[src/rtl/fp_acc_pkg.sv]
// Shared types and helpers for the floating-point accumulation controller.
// The adder itself lives outside this block; only the controller types are here.
package fp_acc_pkg;

  typedef enum logic [2:0] {
    S_IDLE  = 3'd0,
    S_FIRST = 3'd1,
    S_ACCUM = 3'd2,
    S_ADD   = 3'd3,
    S_DONE  = 3'd4
  } fp_acc_state_t;

  // Total bit width of a sign/exponent/mantissa word.
  function automatic int fp_width(input int exp_width, input int mantissa_width);
    return exp_width + mantissa_width + 1;
  endfunction

endpackage

[src/rtl/fp_acc_fsm.sv]
// Control FSM for fp_accumulator: state register, next-state logic and the
// ready/done decode. Datapath registers are kept in the top level.
module fp_acc_fsm
  import fp_acc_pkg::*;
(
  input  logic          clk,
  input  logic          rst,
  input  logic          start,
  input  logic          valid,
  input  logic          len_is_one,
  input  logic          add_is_last,
  output fp_acc_state_t state,
  output logic          ready,
  output logic          done
);

  fp_acc_state_t state_q;
  fp_acc_state_t state_d;

  always_comb begin
    state_d = state_q;
    if (start) begin
      state_d = S_FIRST;
    end else begin
      case (state_q)
        S_IDLE:  state_d = S_IDLE;
        S_FIRST: if (valid) state_d = len_is_one ? S_DONE : S_ACCUM;
        S_ACCUM: if (valid) state_d = S_ADD;
        S_ADD:   state_d = add_is_last ? S_DONE : S_ACCUM;
        S_DONE:  state_d = S_IDLE;
        default: state_d = S_IDLE;
      endcase
    end
  end

  always_ff @(posedge clk or posedge rst) begin
    if (rst) begin
      state_q <= S_IDLE;
    end else begin
      state_q <= state_d;
    end
  end

  assign state = state_q;
  assign ready = (state_q == S_FIRST) || (state_q == S_ACCUM);
  assign done  = (state_q == S_DONE);

endmodule

[src/rtl/fp_accumulator.sv]
// Accumulation controller wrapped around an external combinational fp_adder:
// running sum register, registered sample, counter and sticky adder flags.
module fp_accumulator
  import fp_acc_pkg::*;
#(
  parameter int EXP_WIDTH      = 8,
  parameter int MANTISSA_WIDTH = 23,
  parameter int COUNT_WIDTH    = 8,
  parameter int W              = fp_width(EXP_WIDTH, MANTISSA_WIDTH)
) (
  input  logic                   clk_in,
  input  logic                   rst_in,
  input  logic                   start_in,
  input  logic [COUNT_WIDTH-1:0] len_in,
  input  logic [W-1:0]           data_in,
  input  logic                   valid_in,
  output logic                   ready_out,
  output logic [W-1:0]           adder_a_out,
  output logic [W-1:0]           adder_b_out,
  input  logic [W-1:0]           adder_sum_in,
  input  logic                   adder_overflow_in,
  input  logic                   adder_underflow_in,
  output logic [W-1:0]           acc_out,
  output logic [COUNT_WIDTH-1:0] count_out,
  output logic                   overflow_out,
  output logic                   underflow_out,
  output logic                   done_out
);

  localparam logic [COUNT_WIDTH-1:0] COUNT_ONE = COUNT_WIDTH'(1);

  fp_acc_state_t          state;
  logic [W-1:0]           acc_q;
  logic [W-1:0]           b_q;
  logic [COUNT_WIDTH-1:0] count_q;
  logic [COUNT_WIDTH-1:0] len_q;
  logic [COUNT_WIDTH-1:0] count_next;
  logic                   overflow_q;
  logic                   underflow_q;
  logic                   len_is_one;
  logic                   add_is_last;

  assign count_next  = count_q + COUNT_ONE;
  assign len_is_one  = (len_q == COUNT_ONE);
  assign add_is_last = (count_next == len_q);

  fp_acc_fsm u_fsm (
    .clk         (clk_in),
    .rst         (rst_in),
    .start       (start_in),
    .valid       (valid_in),
    .len_is_one  (len_is_one),
    .add_is_last (add_is_last),
    .state       (state),
    .ready       (ready_out),
    .done        (done_out)
  );

  // start_in wins over any handshake; FIRST bypasses the adder since it
  // cannot produce an exact zero to seed the sum with.
  always_ff @(posedge clk_in or posedge rst_in) begin
    if (rst_in) begin
      acc_q       <= '0;
      b_q         <= '0;
      count_q     <= '0;
      len_q       <= '0;
      overflow_q  <= 1'b0;
      underflow_q <= 1'b0;
    end else if (start_in) begin
      len_q       <= (len_in == '0) ? COUNT_ONE : len_in;
      count_q     <= '0;
      acc_q       <= '0;
      overflow_q  <= 1'b0;
      underflow_q <= 1'b0;
    end else begin
      case (state)
        S_FIRST: begin
          if (valid_in) begin
            acc_q   <= data_in;
            count_q <= COUNT_ONE;
          end
        end
        S_ACCUM: begin
          if (valid_in) begin
            b_q <= data_in;
          end
        end
        S_ADD: begin
          acc_q       <= adder_sum_in;
          count_q     <= count_next;
          overflow_q  <= overflow_q | adder_overflow_in;
          underflow_q <= underflow_q | adder_underflow_in;
        end
        default: ;
      endcase
    end
  end

  assign adder_a_out   = acc_q;
  assign adder_b_out   = b_q;
  assign acc_out       = acc_q;
  assign count_out     = count_q;
  assign overflow_out  = overflow_q;
  assign underflow_out = underflow_q;

endmodule

[config.mk]
export PLATFORM = sky130hd
export DESIGN_NAME = fp_accumulator
export DESIGN_NICKNAME = d
export VERILOG_FILES = /design/src/rtl/fp_acc_pkg.sv /design/src/rtl/fp_acc_fsm.sv /design/src/rtl/fp_accumulator.sv
export SDC_FILE = /design/constraint.sdc
export NUM_CORES = 1
export LEC_CHECK = 0
export CAP_MARGIN = 10
export CORE_MARGIN = 1
export CORE_UTILIZATION = 46
export DETAILED_ROUTE_END_ITERATION = 8
export PLACE_DENSITY = 0.94
export SYNTH_ARGS = -nofsm -noshare
export SYNTH_HDL_FRONTEND = slang
export SYNTH_SLANG_ARGS = --single-unit
[constraint.sdc]
create_clock -name clk_in -period 4.3 [get_ports clk_in]
set_input_delay 0.86 -clock clk_in [delete_from_list [all_inputs] [get_ports clk_in]]
set_output_delay 0.86 -clock clk_in [all_outputs]
set_load 0.01 [all_outputs]
Word-level counts from Yosys, hierarchy flattened

Cells that the tools add are included.

Add/subtract/negate cells: 1
Equality and inequality tests: 8
Mux-type cells: 17
Bitwise logic cells: 3
Reductions and logical operators: 7

Operator list:

| operator                                                               | count |
|---|---|
| 32-bit two-way mux                                                     | 2 |
| 32-bit case mux with 2 select lines                                    | 1 |
| 8-bit two-way mux                                                      | 3 |
| 8-bit case mux with 2 select lines                                     | 1 |
| 3-bit two-way mux                                                      | 5 |
| 3-bit case mux with 3 select lines                                     | 1 |
| 8-bit by 1-bit adder with 8-bit output (second input constant)         | 1 |
| 8-bit by 1-bit equality test with 1-bit output (second input constant) | 1 |
| 8-bit equality test                                                    | 1 |
| 8-bit logical NOT                                                      | 1 |
| 3-bit by 2-bit equality test with 1-bit output (second input constant) | 2 |
| 3-bit inequality test (second input constant)                          | 2 |
| 1-bit two-way mux                                                      | 4 |
| 2-bit AND reduction                                                    | 2 |
| 3-bit by 1-bit equality test with 1-bit output (second input constant) | 1 |
| 3-bit equality test (second input constant)                            | 1 |
| 3-bit AND reduction                                                    | 1 |
| 3-bit nonzero test                                                     | 1 |
| 1-bit OR                                                               | 2 |
| 2-bit nonzero test                                                     | 1 |
| 1-bit logical OR                                                       | 1 |
| 1-bit inverter                                                         | 1 |

Register bits: 85
Output and inout port bits: 108
Word-level logic and storage cells: 43

Longest topological paths before layout

Depth after elaboration: 5
Mapped depth: 7
Mapped depth without buffers: 6

Hierarchy

A second synthesis with hierarchy kept.

Cell total of the unflattened synthesis: 410
Area total of the unflattened synthesis: 4250.3 sq um

Modules (own cells, without submodules):

| module         | times used | cells each | area an instance (sq um) |
|---|---|---|---|
| fp_accumulator | 1          | 391        | 4031.4 |
| fp_acc_fsm     | 1          | 19         | 219.0 |

Worst setup path before layout

Ideal clock, no wire load.

Path type: input port to flip-flop
Start: in start_in
End: reg b_q[24] (netlist: adder_b_out[24])
Setup time: 125 ps
Arrival: 1765 ps
Required time: 4175 ps
Setup slack: 2410 ps
Stages: 5
Path buffers: 2
Cells stage by stage: buf_2 -> nor2_1 -> nand3_2 -> buf_6 -> mux2_4

Word-level cells in the longest chain between the ends: 2

RTL lines:

| what                          | RTL line             | RTL |
|---|---|---|
| start, declared               | fp_accumulator.sv:13 | `input logic start_in,` |
| 1-bit inverter (no line)      | -                    |  |
| 3-bit AND reduction (no line) | -                    |  |
| end signal, assigned          | fp_accumulator.sv:85 | `b_q <= data_in;` |
| end, declared                 | fp_accumulator.sv:34 | `logic [W-1:0] b_q;` |

No other way between the ends.
A chain may end at the register's enable or synchronous reset.

Worst setup path after layout

Start: reg u_fsm.state_q[1] (netlist: u_fsm.state[1])
End: out ready_out

Word-level cells in the longest chain between the ends: 2
Elaborated cells on any way between the ends: 3
Classes of those cells: 2 x eq/ne; 1 x reduce/logical

RTL lines:

| what                                                                                                             | RTL line             | RTL |
|---|---|---|
| start, declared                                                                                                  | fp_acc_fsm.sv:17     | `fp_acc_state_t state_q;` |
| start signal, assigned                                                                                           | fp_acc_fsm.sv:40     | `state_q <= state_d;` |
| 3-bit by 1-bit equality test with 1-bit output or 3-bit by 2-bit equality test with 1-bit output (tied branches) | fp_acc_fsm.sv:45     | `assign ready = (state_q == S_FIRST) \|\| (state_q == S_ACCUM);` |
| 1-bit logical OR (*)                                                                                             | fp_acc_fsm.sv:45     |  |
| end, declared                                                                                                    | fp_accumulator.sv:17 | `output logic ready_out,` |

Every way passes the cells marked *; elsewhere a longest branch is shown, timed or not.

==> impl_metrics.tcl <==
set metrics [dict create \
    top_layer "met4" \
    vias 3613 \
    ys_top_cells_by_area "dfrtp_1 (50%), mux2_2 (10%), a311oi_1 (6.4%)" \
    cts_buffer_depth 2 \
    ir_worst_vdd_mv 0.199 \
    grt_pass1_vias 3733 \
    multi_input_area_um2 1700 \
    path_delay_family "buffers and inverters" \
    synthToLayoutAreaGrowth_pct 43.0 \
    cts-root-buf "clkbuf_8" \
    seq_area_um2 2130 \
    min_period_ns 2.59 \
    antenna_cells 0 \
    fp.coreArea_um2 8810 \
    nFillCells 657 \
    die-area_um2 9610 \
    dr.pass1.iters 7 \
    wl_um 11200 \
    antenna_found_initial 0 \
    path_cells "nand2b_1 -> a21oi_1 -> clkdlybuf4s50_1" \
    drt.antenna.violating_nets 0 \
    synthMuxAreaShare 0.104 \
    clkSlewWorstSetupHoldPaths_ns 0.08 \
    utilization 0.689 \
    gr-usage-all-layers 0.245 \
    synth_area_per_cell_um2 10.3 \
    io_pins 186 \
    tns_ns 0 \
    seq_area_frac_synth 0.502 \
    first_iter_violations 151 \
    wl_met3_um 634 \
    die_y_um 98.0 \
    synth-compound-area-share 0.113 \
    drive_gt1_frac 0.124 \
    setup_viol 0 \
    ys_seq_elements 85 \
    synth_largest_area_cell "dfrtp_1" \
    synthAdderAreaFrac 0.00295 \
    final_cell_area_um2 6060 \
    hold_buffers 0 \
    wl_per_cell_um 16.9 \
    synth_warnings 0 \
    nets 632 \
    syn_area_um2 4240 \
    htreeDepth 3 \
    place_area_um2 5870 \
    clock.fmax_mhz 386 \
    hold_path_class "register to register" \
    via_per_inst 5.42 \
    path_class "register to primary output" \
    crit_required_ns 3.44 \
    powerDensity_nw_per_um2 383 \
    worst_pin_slew_ns 0.913 \
    clock_insertion_delay_worst_skew_ns 0.34 \
    cts_made_buffers 9 \
    slowest_delay_ns 0.57 \
    final_max_slew_viol_count 0 \
    p_leak_uw 0.00255 \
    grt_overflow 0 \
    finalClockSkew_ns 0.00674 \
    cp.arrival_ns 1.73 \
    final_cell_mix "clkdlybuf4s50_1 (184), dfrtp_1 (85), nand2_1 (67)" \
    wl_met2_um 5790 \
    maxCapViolations 0 \
    rr_worst_depth 4 \
    grt_start_max_net_pins 55 \
    gp_congestion 0.801 \
    postCtsSetupBuffers 0 \
    endpoint_kind "primary output" \
    syn_inst 411 \
    dp_hpwl_um 8310 \
    start_util 0.482 \
    cts_tree "built" \
    rsz0062_at_grt "no" \
    critical_path.max_fanout 9 \
    final_common_cell "clkdlybuf4s50_1" \
    worst_path_max_delay_cell "clkdlybuf4s50_1" \
    die_w_um 98.0 \
    met1_length_um 4570 \
    synthSimpleGateAreaFrac 0.155 \
    cp-start-kind "register" \
    synth_top_area_frac 0.502 \
    hold_depth 1 \
    path_buf_inv 1 \
    grt_pass1_wl_um 18700 \
    status "complete, but fails checks" \
    clock-sinks 85 \
    min_period_over_period 0.602 \
    cts.repair.resized 0 \
    rows 34 \
    violations "DRC" \
    io_buffer_count 185 \
    hold_viol 0 \
    synth_xor_area_frac 0.0248 \
    synth_ff_type "dfrtp_1" \
    max_slew_margin 0.389 \
    cp_num_cells 3 \
    synth_top_family_by_area "simple AND/OR/NAND/NOR gates" \
    route.detailed.drc 16 \
    ys_async_sr_fraction 1.00 \
    syn-num-nets 490 \
    ys_types 45 \
    synth_edf_count 0 \
]
## power by group
part           switching [µW]  leakage (µW)  internal [µW]
sequential               90.4       0.00109            930
clock                     270     0.0000964            283
combinational             304       0.00136            447
total                     665       0.00255           1660
## routing by layer
layer / GRT usage / vias to the layer above
met5: 0 / -
met4: 0.100 / 0
met3: 0.0465 / 22
met2: 0.428 / 144
met1: 0.297 / 1769
li1: - / 1678
## worst paths after layout
path	end	slack, ns	startpoint
worst max-delay path	ready_out	1.71	u_fsm.state[1]
worst min-delay path	adder_b_out[18]	0.51	adder_b_out[18]
worst max register to register	acc_out[4]	2.13	u_fsm.state[2]
worst min register to register	adder_b_out[18]	0.51	adder_b_out[18]
max in group asynchronous	acc_out[4]	2.73	rst_in
min in group asynchronous	acc_out[29]	0.78	rst_in
## registers in the layout, summed over array words and instances (netlist names)
register	cells
acc_out	32
count_out	8
u_fsm.state	3
adder_b_out	32
underflow_out	1
overflow_out	1
len_q	8
## cells by family after synthesis
kind of cell / Yosys count
simple gates: 147
flops: 85
compound gates: 64
buf+inv: 63
mux: 39
xor+xnor: 12
fa+ha+maj: 1
## Yosys cell counts (all sizes together), types with 4 or more instances
cell    count
a22oi       4
nor4        4
nand2b      6
buf        58
dfrtp      85
nand3       4
mux2       39
nand2      67
o21ai       9
a21oi      12
a311oi     32
nor2       49
xnor2       9
## through the flow
step	setup WS (ns)	std cells	hold slack (ns)	power, µW
6_report	1.71	666	0.508	2330
5_1_grt	1.59	666	0.531	2450
4_1_cts	1.70	666	0.512	2350
3_5_place_dp	1.51	650	0.493	1790
3_3_place_gp	1.59	650	0.483	1760
2_1_floorplan	1.25	411	0.518	1370
## cell type report
class,instances,area share
sequential,85,0.351
timing repair buffer,192,0.313
multi-input combinational,263,0.281
inverter,2,0.00144
tap,108,0.0223
clock buffer,12,0.0239
clock inverter,4,0.00784
No activity file was read; power rests on OpenSTA's default activity.
